File: config.mk
export PLATFORM = sky130hd
export DESIGN_NAME = noc_output_arbiter_flat
export DESIGN_NICKNAME = d
export VERILOG_FILES = /design/src/rtl/noc_output_arbiter_if.sv /design/src/rtl/noc_output_arbiter.sv /design/src/flat_wrapper.sv
export SDC_FILE = /design/constraint.sdc
export NUM_CORES = 1
export LEC_CHECK = 0
export ABC_AREA = 0
export CAP_MARGIN = 20
export CELL_PAD_IN_SITES_DETAIL_PLACEMENT = 1
export CELL_PAD_IN_SITES_GLOBAL_PLACEMENT = 2
export CORE_UTILIZATION = 22
export CTS_BUF_LIST = sky130_fd_sc_hd__clkbuf_8
export CTS_CLUSTER_SIZE = 14
export DETAILED_ROUTE_END_ITERATION = 6
export PLACE_DENSITY_LB_ADDON = 0.12
export SLEW_MARGIN = 20
export SYNTH_ARGS = -nofsm -noshare
export SYNTH_HDL_FRONTEND = slang
export SYNTH_SLANG_ARGS = --single-unit
File: constraint.sdc
create_clock -name clk -period 2 [get_ports clk]
set_clock_uncertainty 0.1 [all_clocks]
set_input_delay 0.2 -clock clk [delete_from_list [all_inputs] [get_ports clk]]
set_output_delay 0.2 -clock clk [all_outputs]
set_load 0.02 [all_outputs]
File: src/rtl/noc_output_arbiter_if.sv
// Handshake bundle between the four NoC input stages, the output arbiter and the output link.
// The arbiter connects through the master modport; the surrounding router (or bench) uses slave.
interface noc_output_arbiter_if #(
  parameter int NUM_IN = 4,
  parameter int FLIT_W = 14
);
  localparam int GW = $clog2(NUM_IN);

  logic [NUM_IN-1:0]        in_valid;
  logic [NUM_IN*FLIT_W-1:0] in_flit;
  logic [NUM_IN-1:0]        in_ready;
  logic                     out_valid;
  logic [FLIT_W-1:0]        out_flit;
  logic                     out_ready;
  logic [GW-1:0]            grant_id;
  logic                     busy;
  logic [7:0]               pkt_count;

  modport master (
    input  in_valid, in_flit, out_ready,
    output in_ready, out_valid, out_flit, grant_id, busy, pkt_count
  );

  modport slave (
    output in_valid, in_flit, out_ready,
    input  in_ready, out_valid, out_flit, grant_id, busy, pkt_count
  );
endinterface

File: src/rtl/noc_output_arbiter.sv
// Round-robin output arbiter: locks the link to one input until its eop flit is accepted,
// then forwards flits through a single output register with valid/ready handshake.
module noc_output_arbiter #(
  parameter int NUM_IN = 4,
  parameter int FLIT_W = 14
) (
  input logic                 clk,
  input logic                 rst,
  noc_output_arbiter_if.master bus
);
  localparam int GW = $clog2(NUM_IN);

  typedef enum logic {IDLE, LOCKED} state_e;

  state_e            state_q, state_d;
  logic [GW-1:0]     rr_ptr_q, rr_ptr_d;
  logic [GW-1:0]     grant_q, grant_d;
  logic              out_valid_q, out_valid_d;
  logic [FLIT_W-1:0] out_flit_q, out_flit_d;
  logic [7:0]        pkt_count_q, pkt_count_d;

  logic [FLIT_W-1:0] flits [NUM_IN];
  logic [GW-1:0]     scan_idx;
  logic [GW-1:0]     sel_idx;
  logic              sel_found;
  logic              slot_free;
  logic              accept;
  logic              out_hs;
  logic [NUM_IN-1:0] in_ready;

  always_comb begin
    for (int i = 0; i < NUM_IN; i++) begin
      flits[i] = bus.in_flit[i*FLIT_W +: FLIT_W];
    end
  end

  // Search starts at rr_ptr; NUM_IN is a power of two so GW-bit addition wraps for free.
  always_comb begin
    scan_idx  = '0;
    sel_idx   = '0;
    sel_found = 1'b0;
    for (int k = 0; k < NUM_IN; k++) begin
      scan_idx = rr_ptr_q + GW'(k);
      if (!sel_found && bus.in_valid[scan_idx]) begin
        sel_found = 1'b1;
        sel_idx   = scan_idx;
      end
    end
  end

  assign slot_free = !out_valid_q || bus.out_ready;
  assign accept    = rst && (state_q == LOCKED) && slot_free && bus.in_valid[grant_q];
  assign out_hs    = out_valid_q && bus.out_ready;

  always_comb begin
    in_ready = '0;
    if (rst && (state_q == LOCKED)) begin
      in_ready[grant_q] = slot_free;
    end
  end

  always_comb begin
    state_d     = state_q;
    rr_ptr_d    = rr_ptr_q;
    grant_d     = grant_q;
    out_valid_d = out_valid_q;
    out_flit_d  = out_flit_q;
    pkt_count_d = pkt_count_q;

    case (state_q)
      IDLE: begin
        if (sel_found) begin
          grant_d = sel_idx;
          state_d = LOCKED;
        end
      end
      LOCKED: begin
        if (accept && flits[grant_q][0]) begin
          state_d  = IDLE;
          rr_ptr_d = grant_q + GW'(1);
        end
      end
      default: state_d = IDLE;
    endcase

    // A same-cycle accept refills the register, so out_valid only drops on a bare handshake.
    if (accept) begin
      out_flit_d  = flits[grant_q];
      out_valid_d = 1'b1;
    end else if (out_hs) begin
      out_valid_d = 1'b0;
    end

    if (out_hs && out_flit_q[0]) begin
      pkt_count_d = pkt_count_q + 8'd1;
    end
  end

  always_ff @(posedge clk) begin
    if (!rst) begin
      state_q     <= IDLE;
      rr_ptr_q    <= '0;
      grant_q     <= '0;
      out_valid_q <= 1'b0;
      out_flit_q  <= '0;
      pkt_count_q <= '0;
    end else begin
      state_q     <= state_d;
      rr_ptr_q    <= rr_ptr_d;
      grant_q     <= grant_d;
      out_valid_q <= out_valid_d;
      out_flit_q  <= out_flit_d;
      pkt_count_q <= pkt_count_d;
    end
  end

  assign bus.in_ready  = in_ready;
  assign bus.out_valid = out_valid_q;
  assign bus.out_flit  = out_flit_q;
  assign bus.grant_id  = grant_q;
  assign bus.busy      = (state_q == LOCKED);
  assign bus.pkt_count = pkt_count_q;
endmodule

File: src/flat_wrapper.sv
// flat-port wrapper written by rule: the top's interface ports become plain ports
module noc_output_arbiter_flat 
#(
  parameter int NUM_IN = 4,
  parameter int FLIT_W = 14
)
  (clk, rst, bus_in_valid, bus_in_flit, bus_out_ready, bus_in_ready, bus_out_valid, bus_out_flit, bus_grant_id, bus_busy, bus_pkt_count);
  noc_output_arbiter_if #(.NUM_IN(NUM_IN), .FLIT_W(FLIT_W)) bus_i ();
  input logic clk;
  input logic rst;
  input wire logic [$bits(bus_i.in_valid)-1:0] bus_in_valid;
  input wire logic [$bits(bus_i.in_flit)-1:0] bus_in_flit;
  input wire logic [$bits(bus_i.out_ready)-1:0] bus_out_ready;
  output wire logic [$bits(bus_i.in_ready)-1:0] bus_in_ready;
  output wire logic [$bits(bus_i.out_valid)-1:0] bus_out_valid;
  output wire logic [$bits(bus_i.out_flit)-1:0] bus_out_flit;
  output wire logic [$bits(bus_i.grant_id)-1:0] bus_grant_id;
  output wire logic [$bits(bus_i.busy)-1:0] bus_busy;
  output wire logic [$bits(bus_i.pkt_count)-1:0] bus_pkt_count;
  assign bus_i.in_valid = bus_in_valid;
  assign bus_i.in_flit = bus_in_flit;
  assign bus_i.out_ready = bus_out_ready;
  assign bus_in_ready = bus_i.in_ready;
  assign bus_out_valid = bus_i.out_valid;
  assign bus_out_flit = bus_i.out_flit;
  assign bus_grant_id = bus_i.grant_id;
  assign bus_busy = bus_i.busy;
  assign bus_pkt_count = bus_i.pkt_count;
  noc_output_arbiter #(.NUM_IN(NUM_IN), .FLIT_W(FLIT_W)) u_core (.clk(clk), .rst(rst), .bus(bus_i));
endmodule
# == Word level (Yosys, flattened, before mapping) ==
# Cells that the tools add are included.
# Widths: inputs -> output; s select.
# classes
magnitude_cmp,7
n_bitwise,3
n_reduce_logical,18
n_mux,29
n_addsub,5
# op_table
cell,count
$bmux 14 s2,1
$mux 14,2
$lt 2x3->1 const B,5
$mux 1,14
$bmux 1 s2,5
$logic_and 1x1->1,10
$add 8x1->8 const B,1
$mux 2,4
$add 2x1->2 const B,2
$add 2x2->2 const B,2
$and 4x4->4,1
$logic_not 1->1,4
$mux 4,1
$reduce_and 2->1,2
$ge 3x3->1 const B,1
$not 2->3,1
$demux 1 s2,1
$ge 2x1->1 const B,1
$pmux 1 s2,1
$reduce_bool 2->1,1
$logic_or 1x1->1,1
$not 1->1,1
# totals
elab_cells,68
regBits,28

# == Logic depth before layout (Yosys ltp) ==
# depth
ltp_word,14
ltp_mapped,7
mapped_depth_nobuf,4

# == Worst setup path after synthesis ==
# No wires, ideal clock.
# synth_path
kind,reg-to-reg
start,reg u_core.grant_q[0] (netlist: u_core.bus.grant_id[0])
end,reg u_core.out_flit_q[10] (netlist: u_core.bus.out_flit[10])
setup_slack_ns,0.078
path_stages_with_launch,8
n_path_buf,3
arrival_ns,1.706
synth_period_minus_slack_ns,1.922
path_cell_list,dfxtp_1 -> buf_6 -> mux4_2 -> and4_4 -> buf_6 -> buf_6 -> nand2_1 -> o21ai_1
# synth_between
elab_chain_cells,4
elab_cells_between_ends,7
classes_between,5 x mux; 1 x bitwise; 1 x reduce/logical
# synth_lines
item,line_no,text
from (decl),noc_output_arbiter.sv:17,"logic [GW-1:0] grant_q, grant_d;"
from (signal assigned),noc_output_arbiter.sv:110,grant_q <= grant_d;
$not 2->3 (implied by the code),noc_output_arbiter.sv:88,out_flit_d = flits[grant_q];
$bmux 14 s2,noc_output_arbiter.sv:88,
$mux 14 (2 in series),-,
to (signal assigned),noc_output_arbiter.sv:112,out_flit_q <= out_flit_d;
to (decl),noc_output_arbiter.sv:19,"logic [FLIT_W-1:0] out_flit_q, out_flit_d;"
# Parallel ways exist; a longest one is shown, timed or not. The select of a mux whose other input is x is not followed.
# A chain may end at the register's enable or synchronous reset.

# == Worst setup path after layout ==
# layout_path
start,reg u_core.grant_q[1] (netlist: u_core.bus.grant_id[1])
end,out bus_grant_id[1]
# layout_rtl
item,line_no,text
to (decl),flat_wrapper.sv:17,output wire logic [$bits(bus_i.grant_id)-1:0] bus_grant_id;
# No word-level cell between the ends.

==> results_tabular.tex <==
\begin{tabular}{lr}
\hline
Metric & Value \\
\hline
\multicolumn{2}{l}{\textbf{Floorplanning}} \\
Full die area & about 8000 um2 \\
Number of top-level pins & 93 \\
Site Rows & 31 \\
DIE HEIGHT & 89.2 um \\
Die width & 89.2 um \\
Initial Util & 23.0\% \\
Total core area & $\sim$7300 um2 \\
\multicolumn{2}{l}{\textbf{Place}} \\
Pre-CTS WS & -146 ps \\
Count of input and output buffers & 92 \\
DPL Wire Length & 4200 um \\
Global placement routability congestion & 0.759 \\
\multicolumn{2}{l}{\textbf{Clock tree}} \\
Post-CTS clock slew at the launch and capture registers of the worst setup and hold paths & 100 ps \\
TritonCTS clock tree & done \\
Number of buffers created by CTS & 3 \\
Depth of the CTS H-tree & 1 \\
Maximum count of clock buffers along a single path & 2 \\
Clock net sink count & 28 \\
Post-CTS setup buffer count & 0 \\
Clock tree root driver cell & clkbuf\_8 \\
Clock latency reported for the late side of the worst-skew pair & $\sim$280 ps \\
\multicolumn{2}{l}{\textbf{Logic synthesis}} \\
Area share of the largest cell type after synthesis & between 30\% and 40\% \\
Async set-or-reset flop fraction in the synthesized netlist & 0\% \\
Mean cell area of the mapped netlist & 9.85 um2 \\
Yosys cell types & 31 \\
Post-synth EDFFs & 0 \\
Synth Cell Area & 1670 um2 \\
Cell count after synthesis & 170 \\
Synth Net Count & 238 \\
Area contributors post-synth & dfxtp\_1 33\%, mux4\_2 20\%, nand2\_1 7.4\% \\
Synth warnings & 0 \\
Cell types with the highest counts after synthesis & 33 x nand2\_1, 28 x dfxtp\_1, 15 x mux4\_2, 11 x and2\_1, 9 x inv\_1 \\
Flip-flop cell with the highest count after synthesis & dfxtp\_1 \\
Sequential share of the synthesized area & 33.5\% \\
Top cell type by total area after synthesis & dfxtp\_1 \\
Total of flip-flops plus latches after synthesis & 28 \\
Most used standard cell by instance count after synthesis & nand2\_1 \\
\multicolumn{2}{l}{\textbf{Job}} \\
Maxcap violations & 0 \\
\multicolumn{2}{l}{\textbf{Finish}} \\
Inserted Diodes & 0 \\
Post-layout utilization of the core & approximately 39\% \\
Total Nets Final & 337 \\
Fraction of layout instances using a drive strength above 1 & 16.0\% \\
Area growth from synthesis to final layout & 68.7\% \\
Number of fillers in the final layout & 878 \\
\multicolumn{2}{l}{\textbf{Power and ir drop}} \\
Power density cells & 523 nW/um2 \\
Peak ir drop on the vdd network & approximately 200 uV \\
Leakage & 1.04 nW \\
\multicolumn{2}{l}{\textbf{Timing}} \\
Total setup violations reported at the end of the flow & 0 \\
Hold Violations, Final & 0 \\
Post-layout worst setup margin & $\sim$160 ps \\
Share of the clock period used by the worst path & 91.8\% \\
Worst relative slew slack & between 70\% and 80\% \\
Minimum clock period & about 1800 ps \\
RSZ-0062 raised after global routing & false \\
Final-report max-slew violation count & 0 \\
Slew at the pin with the worst max-slew slack & 301 ps \\
Max Clock Freq & $\sim$0.54 GHz \\
\multicolumn{2}{l}{\textbf{Drt}} \\
Routed vias/inst & 4.44 \\
Iteration-0 DRC count of the detailed router & 23 \\
DRC violation count after routing & 0 \\
Sum of routed wire length over all layers & 5340 um \\
Total via count in the routed design & 1630 \\
Remaining antenna violation count & 0 \\
Initial DRT Pass Iterations & 4 \\
Average routed wire per standard cell & 14.5 um \\
\multicolumn{2}{l}{\textbf{Critical path}} \\
Crit-path max cell delay & 630 ps \\
Slowest cell on crit path & clkdlybuf4s50\_1 \\
Critical path data arrival time & 1540 ps \\
CP startpoint kind & flip-flop \\
Crit path cell chain & buf\_4 -> clkdlybuf4s50\_1 \\
Data required time at the worst endpoint & between 1500 and 2000 ps \\
Maximum fanout count along the critical path & 8 \\
Crit end category & output pin \\
Kind of critical path & reg2out \\
\multicolumn{2}{l}{\textbf{Hold path}} \\
Tightest Hold Check Type & reg2reg \\
\multicolumn{2}{l}{\textbf{Global route}} \\
Wire length of the first global-routing pass & 8570 um \\
Number of global-route vias before repair & 1740 \\
Pin count of the biggest net entering global routing & 31 \\
Initial antenna violation count & 0 \\
Gr usage total & between 10\% and 20\% \\
Overflow left after global routing & 0 \\
\multicolumn{2}{l}{\textbf{Status}} \\
Run status & complete, no violations \\
\hline
\end{tabular}
==> cell families (layout without fill, tap and decap cells) <==
group           Yosys count  in the layout  share of synthesized area [%]
compound gates           28             28                           11.6
xor+xnor                  7              7                           3.66
fa+ha+maj                 5              5                           3.74
buf+inv                  20            118                           6.43
flops                    28             28                           33.5
mux                      19             19                           22.6
simple gates             63             63                           18.5
==> through the flow <==
step / cells / area, um2 / hold slack (ps) / total power, mW / setup TNS, ps
after floorplan: 170 / 1670 / 343 / 0.801 / 0
after global placement: 363 / 2760 / 338 / 1.03 / -486
after detailed placement: 363 / 2760 / 343 / 1.04 / -544
after CTS: 367 / 2820 / 359 / 1.50 / 0
after global routing: 367 / 2820 / 382 / 1.56 / 0
final: 367 / 2820 / 352 / 1.48 / 0
==> worst max-delay path, delay by kind of cell (launching register included) <==
kind / cells / cell delay (ps)
buf+inv: 2 / 840
flops: 1 / 420
==> worst paths after layout <==
check | startpoint | to | slack (ps) | cells after the start
min | u_core.bus.out_flit[10] | u_core.bus.out_flit[10] | 350 | 2
max reg2reg | u_core.bus.grant_id[1] | u_core.bus.out_flit[11] | 290 | 6
max | u_core.bus.grant_id[1] | bus_grant_id[1] | 160 | 2
min reg2reg | u_core.bus.out_flit[10] | u_core.bus.out_flit[10] | 350 | 2
==> flip-flops by register name, indices dropped and copies added (netlist names) <==
register              count
u_core.bus.out_valid      1
u_core.bus.busy           1
u_core.bus.pkt_count      8
u_core.rr_ptr_q           2
u_core.bus.out_flit      14
u_core.bus.grant_id       2
==> placed cells by master (no fill, tap or decap), types with 2 or more instances in the layout <==
cell type and count:
nand4_1 3, and2_1 11, buf_4 12, mux4_2 15, inv_1 9, nand2b_1 2
nand2_1 33, dlygate4sd2_1 4, clkdlybuf4s50_1 88, a21boi_0 4, clkbuf_8 3, dfxtp_1 27
xnor2_1 5, o21ai_2 7, mux2i_1 4, ha_1 5, o21ai_0 5, xor2_1 2
a221oi_1 2, nor2_1 3, a21oi_1 2, nand3_1 2, o21ai_1 5, and3_1 3
==> layout make-up <==
type	instances	area, um2	area share (%)
repair buffers	105	1030	36.3
multi-input cells	122	1010	35.7
flip-flops and latches	28	562	19.9
well taps	99	124	4.39
clock buffers	3	41.3	1.46
inverters	9	33.8	1.20
clock inverters	1	30.0	1.06
==> metal layers <==
metal	up-vias	GRT usage [%]	wire length, um
met1	781	17.1	2360
met4	0	3.46	46
li1	797	-	-
met2	48	25.9	2620
met5	-	0	0
met3	4	2.59	303
==> what timing repair did <==
| action | CTS | global route |
|---|---|---|
| gates resized for setup | 6 | 0 |
| endpoints found under the setup margin | 4 | 0 |
| hold buffers | 0 | 0 |
| endpoints found under the hold margin | 0 | 0 |
==> power breakdown <==
| group | switching [mW] | leakage, nW | internal (mW) |
|---|---|---|---|
| clock network | 0.192 | 0.0357 | 0.268 |
| registers | 0.0193 | 0.228 | 0.587 |
| logic | 0.159 | 0.780 | 0.250 |
| total | 0.371 | 1.04 | 1.11 |
(Power assumes the default switching activity.)
